## src/rtl/ifetch_queue_pkg.sv

```systemverilog
// Shared widths, PC step and reset PC for the instruction fetch queue.
package ifetch_queue_pkg;

  localparam int XLEN = 32;
  localparam int ILEN = 32;
  localparam logic [XLEN-1:0] PC_STEP          = 32'd4;
  localparam logic [XLEN-1:0] RESET_PC_DEFAULT = 32'h0000_0000;

  typedef struct packed {
    logic [ILEN-1:0] data;
    logic [XLEN-1:0] pc;
  } ifq_entry_t;

endpackage

```

## src/rtl/ifq_fifo.sv

```systemverilog
// DEPTH-entry synchronous FIFO with flush and occupancy count; head is shown
// combinationally from the storage registers (no write-to-read bypass).
module ifq_fifo #(
  parameter int DEPTH = 4,
  parameter int WIDTH = 64,
  localparam int AW = $clog2(DEPTH),
  localparam int CW = AW + 1
) (
  input  logic             clk,
  input  logic             rst_n,
  input  logic             flush_i,
  input  logic             push_i,
  input  logic [WIDTH-1:0] push_data_i,
  input  logic             pop_i,
  output logic [WIDTH-1:0] head_data_o,
  output logic             empty_o,
  output logic [CW-1:0]    count_o
);

  logic [WIDTH-1:0] mem_q [DEPTH];
  logic [AW-1:0]    wr_ptr_q, rd_ptr_q;
  logic [CW-1:0]    count_q;
  logic             full, do_push, do_pop;

  assign empty_o     = (count_q == '0);
  assign full        = (count_q == CW'(DEPTH));
  assign count_o     = count_q;
  assign head_data_o = mem_q[rd_ptr_q];

  // At full, a push is only taken when the head is leaving in the same cycle.
  assign do_pop  = pop_i && !empty_o;
  assign do_push = push_i && (!full || do_pop);

  always_ff @(posedge clk or negedge rst_n) begin
    if (!rst_n) begin
      wr_ptr_q <= '0;
      rd_ptr_q <= '0;
      count_q  <= '0;
    end else if (flush_i) begin
      wr_ptr_q <= '0;
      rd_ptr_q <= '0;
      count_q  <= '0;
    end else begin
      if (do_push) wr_ptr_q <= wr_ptr_q + AW'(1);
      if (do_pop)  rd_ptr_q <= rd_ptr_q + AW'(1);
      count_q <= count_q + CW'(do_push) - CW'(do_pop);
    end
  end

  always_ff @(posedge clk) begin
    if (do_push && !flush_i) mem_q[wr_ptr_q] <= push_data_i;
  end

endmodule

```

## src/rtl/ifetch_queue.sv

```systemverilog
// Instruction fetch stage: sequential fetch with credit-limited requests, in-order
// response buffering, and redirect flush. Optional IFETCH_MISALIGN_EN adds fetch_fault.
module ifetch_queue
  import ifetch_queue_pkg::*;
#(
  parameter logic [XLEN-1:0] RESET_PC = RESET_PC_DEFAULT,
  parameter int              DEPTH    = 4
) (
  input  logic            clk,
  input  logic            rst_n,
  output logic            imem_req,
  output logic [XLEN-1:0] imem_addr,
  input  logic            imem_gnt,
  input  logic            imem_rvalid,
  input  logic [ILEN-1:0] imem_rdata,
  input  logic            redirect,
  input  logic [XLEN-1:0] redirect_pc,
  output logic            inst_valid,
  input  logic            inst_ready,
  output logic [ILEN-1:0] inst_data,
  output logic [XLEN-1:0] inst_pc,
  output logic            fetch_fault
);

  localparam int CW = $clog2(DEPTH) + 1;

  logic [XLEN-1:0] fetch_pc_q, fetch_pc_d, track_pc_q, track_pc_d, target_pc;
  logic [CW-1:0]   outstanding_q, outstanding_d, kill_q, kill_d, fifo_count;
  logic            fire, drop, push, pop, fifo_empty, credit_ok, fault_active;
  ifq_entry_t      push_entry, head_entry;

  assign target_pc = {redirect_pc[XLEN-1:2], 2'b00};

  // Requests in flight plus buffered words never exceed DEPTH, so pushes always fit.
  assign credit_ok = ({1'b0, outstanding_q} + {1'b0, fifo_count}) < (CW+1)'(DEPTH);
  assign imem_req  = rst_n && !redirect && !fault_active && credit_ok;
  assign imem_addr = fetch_pc_q;

  assign fire = imem_req && imem_gnt;
  assign drop = imem_rvalid && (kill_q != '0);
  assign push = imem_rvalid && !drop && !redirect;
  assign pop  = inst_valid && inst_ready;

  assign push_entry = '{data: imem_rdata, pc: track_pc_q};

  ifq_fifo #(.DEPTH(DEPTH), .WIDTH($bits(ifq_entry_t))) u_fifo (
    .clk         (clk),
    .rst_n       (rst_n),
    .flush_i     (redirect),
    .push_i      (push),
    .push_data_i (push_entry),
    .pop_i       (pop),
    .head_data_o (head_entry),
    .empty_o     (fifo_empty),
    .count_o     (fifo_count)
  );

  assign inst_valid  = !fifo_empty && !fault_active;
  assign inst_data   = head_entry.data;
  assign fetch_fault = fault_active;

  always_comb begin
    outstanding_d = outstanding_q + CW'(fire) - CW'(imem_rvalid);
    fetch_pc_d    = fire ? fetch_pc_q + PC_STEP : fetch_pc_q;
    track_pc_d    = push ? track_pc_q + PC_STEP : track_pc_q;
    kill_d        = drop ? kill_q - CW'(1) : kill_q;
    // Everything still in flight after this cycle belongs to the abandoned path.
    if (redirect) begin
      fetch_pc_d = target_pc;
      track_pc_d = target_pc;
      kill_d     = outstanding_d;
    end
  end

  always_ff @(posedge clk or negedge rst_n) begin
    if (!rst_n) begin
      fetch_pc_q    <= RESET_PC;
      track_pc_q    <= RESET_PC;
      outstanding_q <= '0;
      kill_q        <= '0;
    end else begin
      fetch_pc_q    <= fetch_pc_d;
      track_pc_q    <= track_pc_d;
      outstanding_q <= outstanding_d;
      kill_q        <= kill_d;
    end
  end

`ifdef IFETCH_MISALIGN_EN
  logic            fault_q;
  logic [XLEN-1:0] fault_pc_q;

  always_ff @(posedge clk or negedge rst_n) begin
    if (!rst_n) begin
      fault_q    <= 1'b0;
      fault_pc_q <= RESET_PC;
    end else if (redirect) begin
      fault_q    <= (redirect_pc[1:0] != 2'b00);
      fault_pc_q <= redirect_pc;
    end
  end

  assign fault_active = fault_q;
  assign inst_pc      = fault_q ? fault_pc_q : head_entry.pc;
`else
  logic unused_lo;
  assign unused_lo    = ^redirect_pc[1:0];
  assign fault_active = 1'b0;
  assign inst_pc      = head_entry.pc;
`endif

`ifndef SYNTHESIS
  a_rvalid_needs_outstanding : assert property (
    @(posedge clk) disable iff (!rst_n) imem_rvalid |-> (outstanding_q != '0)
  ) else $error("ifetch_queue: rvalid with no outstanding request");
`endif

endmodule

```

## config.mk

```make
export PLATFORM = sky130hd
export DESIGN_NAME = ifetch_queue
export DESIGN_NICKNAME = d
export VERILOG_FILES = /design/src/rtl/ifetch_queue_pkg.sv /design/src/rtl/ifq_fifo.sv /design/src/rtl/ifetch_queue.sv
export SDC_FILE = /design/constraint.sdc
export NUM_CORES = 1
export LEC_CHECK = 0
export ABC_AREA = 1
export CORE_ASPECT_RATIO = 0.75
export CORE_MARGIN = 1
export CORE_UTILIZATION = 55
export CTS_BUF_LIST = sky130_fd_sc_hd__clkbuf_2
export CTS_CLUSTER_DIAMETER = 50
export CTS_CLUSTER_SIZE = 12
export DETAILED_ROUTE_END_ITERATION = 6
export GPL_TIMING_DRIVEN = 0
export PLACE_DENSITY = 0.78
export SLEW_MARGIN = 20
export SYNTH_ARGS = -nofsm -noshare
export SYNTH_HDL_FRONTEND = slang
export SYNTH_HIERARCHICAL = 1
export SYNTH_SLANG_ARGS = --single-unit
```

## constraint.sdc

```tcl
create_clock -name clk -period 10.8 [get_ports clk]
set_input_delay 2.16 -clock clk [delete_from_list [all_inputs] [get_ports clk]]
set_output_delay 2.16 -clock clk [all_outputs]
set_load 0.03 [all_outputs]
```

==> results.ini, run 1 <==
[run_status]
outcome = finished, violations left
violations = DRC

[cts]
cts_hold_buffers = 0
cts_tree = built
cts_buffers = 31
clk-insertion-delay-late_ps = 920
clkTransAtPathRegs_ps = 220
post_cts_buffers = 0
htree_num_levels = 1
cts_sinks = 329
cts_resized = 0
root_buffer = clkbuf_2
cts_buffer_depth = 3

[route]
via_count = 11280
wl_per_cell_um = 18.58
vias_per_cell = 5.590
postRouteWirelength_mm = 37.49
first_iter_violations = 1141
drc_errors = 13
ant_nets = 0
drt-pass1-iter-count = 7

[timing]
fin_ws_ps = 4769
rsz0062_at_grt = false
maxSlewViolCount = 0
final.min_clock_period_ps = 6031
fin_crit_sh_pct = 55.84
fin_worst_skew_ps = 92.41
whs_ps = 583.8
setup_viol = 0
tightest_slew_ps = 656.8
final_hold_viol_count = 0
timing.slew.headroom_pct = 56.21
timing.fmax_ghz = 0.1658
tns_ps = 0

[worst_hold_path]
min_delay_path_depth = 1
min-delay-start = outstanding_q[0]$_DFF_PN0_
hold_class = reg2reg
min_to = outstanding_q[0]$_DFF_PN0_

[grt]
grt_pass1_wl_mm = 57.11
antenna_found_initial = 2
grt_usage_pct = 27.09
grt_pass1_vias = 10420
grt_overflow_total = 0
grt_start_max_net_pins = 48

[layout]
layout_commonest_cell = nand2_1
fin_cells = 2018
syn_to_final_growth_pct = 18.26
layout_common_cells = 320 x nand2_1, 256 x edfxtp_1, 202 x nor2_1
drive_gt1_share_pct = 10.71
nNetsFinal = 1733

[die]
dieArea_um2 = 27850
dieHeight_um = 144.8
design.core.area_um2 = 26350
rows = 51
pin_count = 169
start_util_pct = 56.73
die_w_um = 192.4

[pwr]
irDropWorstVdd_mv = 0.07971
power.total_mw = 2.465
power_density_nw_per_um2 = 139.4
p_leak_nw = 6.808

[worst_setup_path]
crit_start = rst_n
crit_type = in2out
critPathMaxFanout = 47
reg2regPathDepth = 12
worst-endpoint-required_ps = 8640
worstReg2RegStart = kill_q[0]$_DFFE_PN0P_
worstSetupStartpointType = primary input
r2r-end = u_fifo/mem_q[3][41]$_DFFE_PP_
ff2ff_setup_slack_ps = 7200
cp.arrival_ps = 3870
worstSetupEndpointType = output pin

[yosys]
syn_area_um2 = 14950
ys_ff_latch = 329
yosysSeqAreaShare_pct = 63.64
avgSynthCellArea_um2 = 10.46
ys.flop_type = edfxtp_1
async_flop_share_pct = 22.19
yosys.cell_types.count = 41
synth_cells = 1429
synth_edf_count = 256
yosys_warnings = 6

[placement]
dp.cells = 1959
io_buffers = 163
place_ws_ps = 4744
dpl.hpwl_mm = 26.75
place.gp.congestion = 0.9500

[job]
cap_violations = 0

==> worst max-delay path, stage by stage <==
cell,delay (ps)
buf_4,350
buf_16,300
nand3b_1,170
nor2_2,150
clkdlybuf4s50_1,690
==> through the flow <==
step                      area [um^2]  utilization [%]
after floorplan                 14990                -
after global placement          17050            64.70
after detailed placement        17390            66.00
after CTS                       17680            67.07
after global routing            17680            67.09
final                           17680            67.09
==> cells by family (layout without fill, tap and decap cells) <==
kind of cell             count (synthesis)  in the layout  share of synthesized area [%]
buffers and inverters                  164            397                          5.356
AND/OR/NAND/NOR                        662            662                          18.91
flip-flops                             329            329                          63.64
XOR/XNOR                                23             23                          1.347
adder cells (fa/ha/maj)                 15             15                          1.356
other                                    1             13                        0.02508
AO/OA/AOI/OAI                          235            235                          9.373
==> registers in the layout (all words and copies together) (netlist names) <==
name             cells
outstanding_q        3
u_fifo/wr_ptr_q      2
u_fifo/count_o       3
u_fifo/rd_ptr_q      2
u_fifo/mem_q       256
kill_q               3
imem_addr           30
track_pc_q          30
==> where the power goes <==
group | switching (mW) | total (mW) | internal [mW]
registers | 0.0917 | 1.54 | 1.45
logic | 0.249 | 0.413 | 0.164
clock network | 0.385 | 0.513 | 0.129
total | 0.726 | 2.46 | 1.74
==> cells in the mapped netlist, types with 2 or more instances <==
cell type / n / share of area (%)
a21oi_1: 11 / 0.37
a31oi_1: 2 / 0.084
and2_1: 2 / 0.084
buf_2: 16 / 0.54
buf_4: 8 / 0.40
buf_6: 14 / 1.1
clkbuf_1: 18 / 0.45
clkinv_1: 4 / 0.10
dfrtp_1: 73 / 12
edfxtp_1: 256 / 51
fa_1: 2 / 0.27
ha_1: 13 / 1.1
inv_1: 98 / 2.5
inv_2: 2 / 0.050
nand2_1: 320 / 8.0
nand2_2: 6 / 0.25
nand3_1: 79 / 2.6
nand3b_1: 10 / 0.50
nand4_1: 8 / 0.33
nor2_1: 206 / 5.2
nor2_2: 8 / 0.33
nor2_4: 15 / 1.1
o211ai_1: 4 / 0.20
o21ai_0: 101 / 3.4
o21ai_1: 32 / 1.1
o21ai_2: 15 / 0.88
o21bai_1: 4 / 0.20
o22ai_1: 55 / 2.3
o22ai_2: 10 / 0.84
or2_2: 5 / 0.21
xnor2_1: 10 / 0.59
xor2_1: 13 / 0.76
==> layer usage <==
metal | up-vias | wire (um) | track usage [%]
met5 | - | 0 | 0
met4 | 0 | 561 | 5.180
li1 | 5311 | - | -
met1 | 5413 | 16840 | 41.51
met3 | 50 | 3316 | 4.895
met2 | 507 | 16770 | 40.67
==> worst max-delay path by stage <==
stage / endpoint / slack (ps) / cells past startpoint
CTS: imem_req / 4730 / 5
global route: imem_req / 4630 / 5
floorplan: u_fifo/mem_q[0][0]$_DFFE_PP_ / 4610 / 7
global placement: u_fifo/mem_q[3][39]$_DFFE_PP_ / 1610 / 8
detailed placement: imem_req / 4740 / 5
finish: imem_req / 4770 / 5
==> layout make-up <==
class / instances / area, um^2
plain buffers: 59 / 404.1
repair buffers: 176 / 1944
flip-flops and latches: 329 / 9514
clock buffers: 54 / 270.3
fillers: 2022 / 8673
well taps: 344 / 430.4
inverters: 105 / 396.6
diodes: 2 / 5.005
multi-input cells: 946 / 4703
clock inverters: 3 / 12.51
No activity file was read; power rests on OpenSTA's default activity.
==> run 2, diff against run 1 <==
clock period = 6.2 ns   (was 10.8 ns; I/O delays follow)
==> results of run 2 <==
The final DEF is identical to that of run 1. Status: finished, violations left: DRC.
Main changes from that run: setup slack after placement 4744 ps -> 1567 ps; clock-pin slew on the worst setup and hold paths 220 ps -> 230 ps; setup slack after layout 4769 ps -> 1635 ps; hold slack 583.8 ps -> 211.1 ps; start point of the critical path rst_n -> u_fifo/rd_ptr_q[1]$_DFFE_PN0P_; end point of the critical path imem_req -> inst_pc[18]; register-to-register setup slack 7200 ps -> 2600 ps; total power 2.465 mW -> 4.294 mW; worst IR drop on VDD 0.07971 mV -> 0.1389 mV
==> run 3, diff against run 2 <==
CORE_UTILIZATION = 53   (was 55)
PLACE_DENSITY = 0.79   (was 0.78)
clock period = 4 ns   (was 6.2 ns; I/O delays follow)
==> results.ini, run 3 (synthesis results as in run 1) <==
[grt]
grt_usage_pct = 26.28  ; -0.82 points
grt_start_max_net_pins = 40  ; -17%
antenna_found_initial = 1  ; -1
grt_pass1_wl_mm = 58.23  ; +2.0%
grt_overflow_total = 0  ; unchanged
grt_pass1_vias = 10810  ; +3.7%

[timing]
fin_crit_sh_pct = 96.00
timing.slew.headroom_pct = 50.15  ; -6.1 points
final.min_clock_period_ps = 3840
fin_worst_skew_ps = 54.75  ; -37.66 ps
whs_ps = 353.1
timing.fmax_ghz = 0.2604
final_hold_viol_count = 0  ; unchanged
fin_ws_ps = 160.2
setup_viol = 0  ; unchanged
tightest_slew_ps = 746.0  ; +89.15 ps
maxSlewViolCount = 0  ; unchanged
rsz0062_at_grt = true

[worst_setup_path]
cpPeakStageDelay_ps = 720
crit_type = reg2out
critPathMaxFanout = 10
worstSetupStartpointType = flop
cp.buffers_inverters = 2  ; -1
cp.arrival_ps = 3040
crit_path_cell_trace = clkbuf_1, o21ai_0, o22ai_1, clkdlybuf4s50_1
worstSetupEndpointType = output pin
worst-endpoint-required_ps = 3200
cp_slowest_cell = clkdlybuf4s50_1
ff2ff_setup_slack_ps = 540
critical_path.top_delay_family = buffers and inverters

[route]
vias_per_cell = 5.539  ; -0.91%
first_iter_violations = 1125  ; -1.4%
ant_nets = 0  ; unchanged
via_count = 11250  ; -0.27%
wl_per_cell_um = 18.69  ; +0.62%
drc_errors = 0  ; -13
drt-pass1-iter-count = 6  ; -1
postRouteWirelength_mm = 37.97  ; +1.3%

[die]
pin_count = 169  ; unchanged
start_util_pct = 54.71  ; -2.0 points
design.core.area_um2 = 27330  ; +3.7%
rows = 52  ; +2.0%
dieArea_um2 = 28890  ; +3.7%
dieHeight_um = 147.5  ; +1.8%
die_w_um = 195.9  ; +1.8%

[cts]
root_buffer = clkbuf_2
cts_sinks = 329  ; unchanged
cts_tree = built
cts_buffers = 35  ; +13%
clkTransAtPathRegs_ps = 210
post_cts_buffers = 0  ; unchanged
clk-insertion-delay-late_ps = 830  ; -90 ps
htree_num_levels = 2  ; +1
cts_buffer_depth = 3  ; unchanged

[layout]
multi_input_area_um2 = 4703  ; unchanged
fin_util_pct = 65.05  ; -2.0 points
regMostFlops = u_fifo/mem_q
syn_to_final_growth_pct = 18.89
nNetsFinal = 1738  ; +0.29%
register_area_um2 = 9514  ; unchanged
layout_commonest_cell = nand2_1
largest_register_ffs = 256  ; unchanged
drive_gt1_share_pct = 11.14  ; +0.43 points
layout_common_cells = 320 x nand2_1, 256 x edfxtp_1, 202 x nor2_1
final_area_um2 = 17770  ; +0.53%
fillCellCount = 2123  ; +5.0%

[run_status]
outcome = finished, final reports clean

[placement]
place.gp.congestion = 0.9473  ; -0.28%
place_ws_ps = -115.0
io_buffers = 163  ; unchanged
placed_area_um2 = 17380  ; about the same
dpl.hpwl_mm = 26.35  ; -1.5%

[job]
cap_violations = 0  ; unchanged

[pwr]
power_density_nw_per_um2 = 383.7
p_leak_nw = 6.888  ; +1.2%
irDropWorstVdd_mv = 0.2148

[worst_hold_path]
hold_class = in2async

run 3: cell type report:
class / instances / share of cell area [%]
sequential: 329 / 53.53
multi-input combinational: 946 / 26.46
timing repair buffer: 177 / 11.04
tap: 351 / 2.471
buffer: 59 / 2.316
inverter: 105 / 2.231
clock buffer: 53 / 1.492
clock inverter: 10 / 0.4505
antenna: 1 / 0.01408
run 3: where the power goes:
| group | internal (mW) | leakage [nW] | switching [mW] | total [mW] |
|---|---|---|---|---|
| Clock | 0.425 | 0.261 | 1.10 | 1.53 |
| Combinational | 0.448 | 3.42 | 0.672 | 1.12 |
| Sequential | 3.91 | 3.21 | 0.267 | 4.17 |
| Total | 4.78 | 6.89 | 2.04 | 6.82 |
run 3: metal layers:
metal  up-vias  track usage (%)  wire (um)
met5         -                0          0
met4         0            6.250        566
met2       526            40.50      17340
li1       5315                -          -
met3        61            4.609       3316
met1      5348            39.10      16750
run 3: final timing paths:
check,start,to,cells after the start
max,u_fifo/rd_ptr_q[1]$_DFFE_PN0P_,inst_data[26],4
min,rst_n,track_pc_q[8]$_DFFE_PN0N_,2
max reg2reg,kill_q[0]$_DFFE_PN0P_,u_fifo/mem_q[2][19]$_DFFE_PP_,12
min reg2reg,outstanding_q[0]$_DFF_PN0_,outstanding_q[0]$_DFF_PN0_,1
max in group asynchronous,rst_n,track_pc_q[31]$_DFFE_PN0N_,3
min in group clk,imem_rdata[24],u_fifo/mem_q[2][56]$_DFFE_PP_,1
run 3: what timing repair did:
action                     4_1_cts  5_1_grt
setup endpoints to repair        5       29
hold buffers                     2        0
hold endpoints to repair        39        0
gates cloned                     0        0
gates resized for setup          3       10
run 3: stage by stage:
stage / total power, mW / setup TNS, ps / instances
after floorplan: 4.831 / -212700 / 1439
after global placement: 5.282 / -1036140 / 1953
after detailed placement: 5.336 / -8417 / 1965
after CTS: 6.840 / 0 / 2030
after global routing: 7.123 / -175.3 / 2031
final: 6.820 / 0 / 2031
